**config.mk**
```make
export PLATFORM = sky130hd
export DESIGN_NAME = rr_channel_scheduler_flat
export DESIGN_NICKNAME = d
export VERILOG_FILES = /design/src/rtl/rr_channel_scheduler_pkg.sv /design/src/rtl/rr_channel_scheduler_if.sv /design/src/rtl/rr_channel_scheduler_pick4.sv /design/src/rtl/rr_channel_scheduler.sv /design/src/flat_wrapper.sv
export SDC_FILE = /design/constraint.sdc
export NUM_CORES = 1
export LEC_CHECK = 0
export CORE_UTILIZATION = 45
export CTS_BUF_LIST = sky130_fd_sc_hd__clkbuf_8
export CTS_CLUSTER_DIAMETER = 40
export DETAILED_ROUTE_END_ITERATION = 6
export PLACE_DENSITY = 0.79
export SLEW_MARGIN = 20
export SYNTH_ARGS = -nofsm -noshare
export SYNTH_HDL_FRONTEND = slang
export SYNTH_SLANG_ARGS = --single-unit
```
**constraint.sdc**
```tcl
create_clock -name clk -period 1.3 [get_ports clk]
set_input_delay 0.26 -clock clk [delete_from_list [all_inputs] [get_ports clk]]
set_output_delay 0.26 -clock clk [all_outputs]
set_load 0.05 [all_outputs]
```
**src/rtl/rr_channel_scheduler_pkg.sv**
```systemverilog
// Shared types and constants for the round-robin channel scheduler.
// Selects are 2 bits because the shared channel uses a 4:1 MUX and a 1:4 DEMUX.
package rr_channel_scheduler_pkg;

  localparam int NUM_REQ = 4;
  localparam int SEL_W   = 2;

  typedef enum logic {
    ST_IDLE  = 1'b0,
    ST_GRANT = 1'b1
  } state_e;

  typedef logic [SEL_W-1:0]   sel_t;
  typedef logic [NUM_REQ-1:0] req_t;

  function automatic req_t onehot(input sel_t idx);
    req_t v;
    v      = '0;
    v[idx] = 1'b1;
    return v;
  endfunction

endpackage

```
**src/rtl/rr_channel_scheduler_if.sv**
```systemverilog
// Request/grant bundle between the requesters and the scheduler, plus the
// MUX/DEMUX selects and the channel-valid qualifier.
interface rr_channel_scheduler_if;

  logic [rr_channel_scheduler_pkg::NUM_REQ-1:0] req;
  logic [rr_channel_scheduler_pkg::NUM_REQ-1:0] gnt;
  logic                                         s1;
  logic                                         s0;
  logic                                         ch_valid;

  modport master (output req, input gnt, s1, s0, ch_valid);
  modport slave  (input req, output gnt, s1, s0, ch_valid);

endinterface

```
**src/rtl/rr_channel_scheduler_pick4.sv**
```systemverilog
// Combinational round-robin picker: first set request scanning upward from last+1.
// The port that was served last is scanned last, so it has the lowest priority.
module rr_pick4
  import rr_channel_scheduler_pkg::*;
(
  input  req_t req,
  input  sel_t last,
  output sel_t idx,
  output logic any
);

  always_comb begin
    sel_t cand;
    // NOTE: every combinational output is given a default before any branch,
    // otherwise a path that skips the assignment infers a latch.
    idx  = '0;
    cand = '0;
    any  = |req;
    // Scan from farthest to nearest so the nearest set request is written last.
    for (int k = NUM_REQ; k >= 1; k--) begin
      cand = sel_t'(int'(last) + k);
      if (req[cand]) idx = cand;
    end
  end

endmodule

```
**src/rtl/rr_channel_scheduler.sv**
```systemverilog
// Round-robin scheduler for a shared 1-bit channel: grants one of four requesters,
// drives the MUX/DEMUX selects, and forces rotation after MAX_HOLD cycles under contention.
module rr_channel_scheduler
  import rr_channel_scheduler_pkg::*;
#(
  parameter int MAX_HOLD = 8,
  parameter int HOLD_W   = 4
) (
  input  logic                   clk,
  input  logic                   rst,
  rr_channel_scheduler_if.slave  bus
);

  localparam logic [HOLD_W-1:0] HOLD_LIM = HOLD_W'(MAX_HOLD);
  localparam logic [HOLD_W-1:0] CNT_ONE  = HOLD_W'(1);

  state_e            state_q, state_d;
  logic [HOLD_W-1:0] cnt_q,   cnt_d;
  sel_t              last_q,  last_d;
  sel_t              sel_q,   sel_d;
  req_t              gnt_q,   gnt_d;

  sel_t pick_idx;
  logic pick_any;
  logic at_limit;
  logic others;

  rr_pick4 u_pick (
    .req  (bus.req),
    .last (last_q),
    .idx  (pick_idx),
    .any  (pick_any)
  );

  assign at_limit = (MAX_HOLD != 0) && (cnt_q == HOLD_LIM);
  assign others   = |(bus.req & ~gnt_q);

  always_comb begin
    state_d = state_q;
    cnt_d   = cnt_q;
    last_d  = last_q;
    sel_d   = sel_q;
    gnt_d   = gnt_q;
    unique case (state_q)
      ST_IDLE: begin
        // Selects only move together with a new grant, so they hold while idle.
        gnt_d = '0;
        if (pick_any) begin
          state_d = ST_GRANT;
          sel_d   = pick_idx;
          gnt_d   = onehot(pick_idx);
          cnt_d   = CNT_ONE;
        end
      end
      ST_GRANT: begin
        if (!bus.req[sel_q] || (at_limit && others)) begin
          state_d = ST_IDLE;
          gnt_d   = '0;
          last_d  = sel_q;
          cnt_d   = '0;
        end else if (at_limit) begin
          cnt_d = CNT_ONE;
        end else if (cnt_q != '1) begin
          cnt_d = cnt_q + CNT_ONE;
        end
      end
      default: state_d = ST_IDLE;
    endcase
  end

  // NOTE: state registers use non-blocking assignments so every flop samples
  // the pre-edge value of the others, independent of statement order.
  always_ff @(posedge clk) begin
    if (rst) begin
      state_q <= ST_IDLE;
      cnt_q   <= '0;
      last_q  <= sel_t'(NUM_REQ - 1);
      sel_q   <= '0;
      gnt_q   <= '0;
    end else begin
      state_q <= state_d;
      cnt_q   <= cnt_d;
      last_q  <= last_d;
      sel_q   <= sel_d;
      gnt_q   <= gnt_d;
    end
  end

  assign bus.gnt      = gnt_q;
  assign bus.s1       = sel_q[1];
  assign bus.s0       = sel_q[0];
  assign bus.ch_valid = |gnt_q;

endmodule

```
**src/flat_wrapper.sv**
```systemverilog
// flat-port wrapper written by rule: the top's interface ports become plain ports
module rr_channel_scheduler_flat import rr_channel_scheduler_pkg::*;
#(
  parameter int MAX_HOLD = 8,
  parameter int HOLD_W   = 4
)
  (clk, rst, bus_req, bus_gnt, bus_s1, bus_s0, bus_ch_valid);
  rr_channel_scheduler_if bus_i ();
  input  logic clk;
  input  logic rst;
  input wire logic [$bits(bus_i.req)-1:0] bus_req;
  output wire logic [$bits(bus_i.gnt)-1:0] bus_gnt;
  output wire logic [$bits(bus_i.s1)-1:0] bus_s1;
  output wire logic [$bits(bus_i.s0)-1:0] bus_s0;
  output wire logic [$bits(bus_i.ch_valid)-1:0] bus_ch_valid;
  assign bus_i.req = bus_req;
  assign bus_gnt = bus_i.gnt;
  assign bus_s1 = bus_i.s1;
  assign bus_s0 = bus_i.s0;
  assign bus_ch_valid = bus_i.ch_valid;
  rr_channel_scheduler #(.MAX_HOLD(MAX_HOLD), .HOLD_W(HOLD_W)) u_core (.clk(clk), .rst(rst), .bus(bus_i));
endmodule
```
==> flow_summary.ini <==
[floorplan]
row_count = 14
dieArea_sq_mm = 0.00192
fp.dieW_um = 43.9
core_sq_mm = 0.00158
start_util_pct = 50.0
ioPinCount = 13
die_h_um = 43.9

[critical_path]
cp_num_buf_inv = 1
path_class = reg2out
timing.rr.end = u_core.bus.gnt[2]
rr_worst_depth = 6
start_kind = register
crit_path_start = u_core.bus.gnt[2]
crit_path_max_fanout = 2
arrival_ps = 1290
rr_startpoint = u_core.cnt_q[1]
crit_required_ps = 1040
cpLargestDelayFamily = simple AND/OR/NAND/NOR gates
r2r_slack_ps = -230
cp_slowest_cell = or4_4
worstPathCellList = or4_4, buf_8
cp-end-kind = output port
cpPeakStageDelay_ps = 540

[cts]
cts.sinks = 13
cts_root_buffer = clkbuf_8
cts_max_level = 1
cts_hold_buf = 0
clk_latency_ps = 250
clk_pin_slew_ps = 60
cts_buffer_depth = 2
numCtsBuffers = 3
cts_tree = done

[final_layout]
area_growth_pct = 68.4
fin_nets = 135
layout.cells.non_filler = 142
fillCellCount = 80
drive_above_1_share_pct = 52.4
diodes = 0

[power_and_ir_drop]
peakVddDrop_v = 0.000717
swShare_pct = 33.9
internal-power_w = 0.000918
power_density_mw_per_mm2 = 1050
netSwitchingPower_w = 0.000471
power_frac_comb_pct = 38.8
seqPwrFrac_pct = 35.0
p_clk_share_pct = 26.2
p_leak_nw = 0.536

[yosys]
syn-cell-area_sq_um = 788
synth_nets = 99
synth.yosys.seq_area_share_pct = 33.0
ys_seq_elements = 13
synth_top_area_share_pct = 33.0
netlist_top_cells_area = dfxtp_1, mux2i_1, nand2b_1
ys_types = 35
ys_warn_count = 0
syn_area_per_cell_sq_um = 8.66
netlist_instances = 91
yosys.area.top_type = dfxtp_1

[worst_hold_path]
holdPathEnd = u_core.bus.gnt[3]
hp-start = u_core.bus.gnt[3]
hold_class = reg2reg
hold_path_depth = 1

[timing]
rsz0062_at_grt = yes
fin_skew_ps = 2.22
finalWorstSetupSlack_ps = -253
maxSlewHeadroom_pct = 78.6
period_needed_ps = 1550
final-setup-viol-count = 11
hold_viol = 0
slew_violations = 0
max_freq_ghz = 0.644
worst_pin_slew_ps = 315
fin_crit_sh_pct = 119

[route]
drt_wl_total_mm = 2.53
drcViolationCount = 0
vias_per_cell = 6.13
dr.pass1.iters = 6
ant_nets = 0
via_count = 870
drtIter0Drc = 28
routedWlPerCell_um = 17.8

[global_route]
grt-ovfl-total = 0
grt_usage_pct = 28.0
grt_pass1_wl_mm = 3.80
grt_max_degree = 8
antenna_found_initial = 0
grt_pass1_vias = 807

[outcome]
violations = negative setup slack
outcome = complete, but fails checks

[placed_design]
numPortBuffers = 12
pre_cts_slack_ps = -498
place.detailed.hpwl_mm = 1.54
gp_congestion = 0.817
dp.cells = 137

[job]
drv_cap = 0
==> through the flow <==
step           util, %  hold slack (ps)  power [W]  cell area [sq um]  setup TNS (ps)
5_1_grt           84.2              518    0.00144               1330           -2330
4_1_cts           81.0              500    0.00135               1280           -1310
3_5_place_dp      75.0              486   0.000955               1180           -5970
2_1_floorplan        -              444   0.000739                842            -316
6_report          84.2              512    0.00139               1330           -1640
3_3_place_gp      75.0              489   0.000940               1180           -5490
==> area by class of cell <==
cell class | instances | area [sq um] | share of cell area [%]
repair buffers | 33 | 348 | 26.2
flip-flops and latches | 13 | 283 | 21.3
inverters | 3 | 11.3 | 0.848
well taps | 16 | 20.0 | 1.51
clock inverters | 1 | 3.75 | 0.283
clock buffers | 3 | 41.3 | 3.11
multi-input cells | 73 | 621 | 46.7
==> placed cells by master, fill, tap and decap left out, types with 2 or more instances in the layout <==
| master | instances |
|---|---|
| clkbuf_8 | 3 |
| inv_2 | 2 |
| inv_1 | 2 |
| nor2_1 | 7 |
| dfxtp_1 | 3 |
| nor2b_1 | 2 |
| dfxtp_4 | 4 |
| nor3_2 | 2 |
| nand3b_1 | 4 |
| o2bb2ai_1 | 2 |
| buf_12 | 6 |
| mux2i_1 | 4 |
| nand2_1 | 8 |
| buf_4 | 19 |
| nand2b_1 | 9 |
| clkdlybuf4s15_2 | 2 |
| a21oi_1 | 4 |
| buf_6 | 2 |
| mux2i_4 | 2 |
| dfxtp_2 | 6 |
| a21o_1 | 2 |
==> state kept, by name (all words and copies together) (netlist names) <==
name and flops:
u_core.bus.gnt 4, u_core.sel_q 2, u_core.state_q 1, u_core.cnt_q 4, u_core.last_q 2
==> logic make-up after synthesis <==
kind of cell	after synthesis	synth area share, %
mux	8	10.3
compound gates	22	21.7
flops	13	33.0
buf+inv	5	2.38
fa+ha+maj	2	3.17
simple gates	41	29.4
==> Yosys cell counts <==
library cell,number
o21ai_0,1
or4_1,1
nand3_1,2
and3b_1,1
a211oi_1,1
nand4b_1,1
o2bb2ai_1,2
a21o_1,2
a21oi_1,4
a31oi_1,2
a221oi_2,1
clkbuf_1,2
and2b_1,1
mux2_2,1
o22ai_1,1
o21ai_1,1
ha_1,2
o22a_1,1
mux2i_1,7
nand2b_1,9
a21boi_2,1
a32o_1,1
nor4_2,1
dfxtp_1,13
nor3_1,3
nor2b_1,2
nor2_1,7
a22o_1,1
o221a_2,1
o21a_1,1
nand4_1,1
a41o_1,1
nand2_1,8
nand3b_1,4
inv_1,3
==> power groups by stage <==
stage                     Clock [W]  Combinational (W)  Sequential [W]
after global placement            0           0.000457        0.000483
after CTS                  0.000363           0.000506        0.000482
final                      0.000364           0.000538        0.000486
after global routing       0.000379           0.000566        0.000491
after detailed placement          0           0.000469        0.000485
after floorplan                   0           0.000208        0.000531
==> timing repair <==
action,4_1_cts,5_1_grt
gates resized for setup,17,14
pin swaps,5,2
endpoints found under the setup margin,14,13
endpoints found under the hold margin,0,0
buffers inserted,1,0
==> metal layers <==
layer | GRT usage, % | up-vias | share of wire (%)
li1 | - | 405 | -
met2 | 45.7 | 40 | 51
met4 | 14.5 | 0 | 2.3
met5 | 0 | - | 0
met1 | 33.8 | 414 | 42
met3 | 7.50 | 11 | 5.0
==> worst max-delay path by stage <==
stage / endpoint / slack [ps] / cells past startpoint
after CTS: bus_ch_valid / -240 / 2
final: bus_ch_valid / -250 / 2
after floorplan: u_core.bus.gnt[2] / -110 / 4
after global placement: u_core.bus.gnt[2] / -480 / 5
after detailed placement: u_core.bus.gnt[2] / -500 / 5
after global routing: u_core.bus.gnt[2] / -290 / 6
Power figures use the tool's default switching activity.
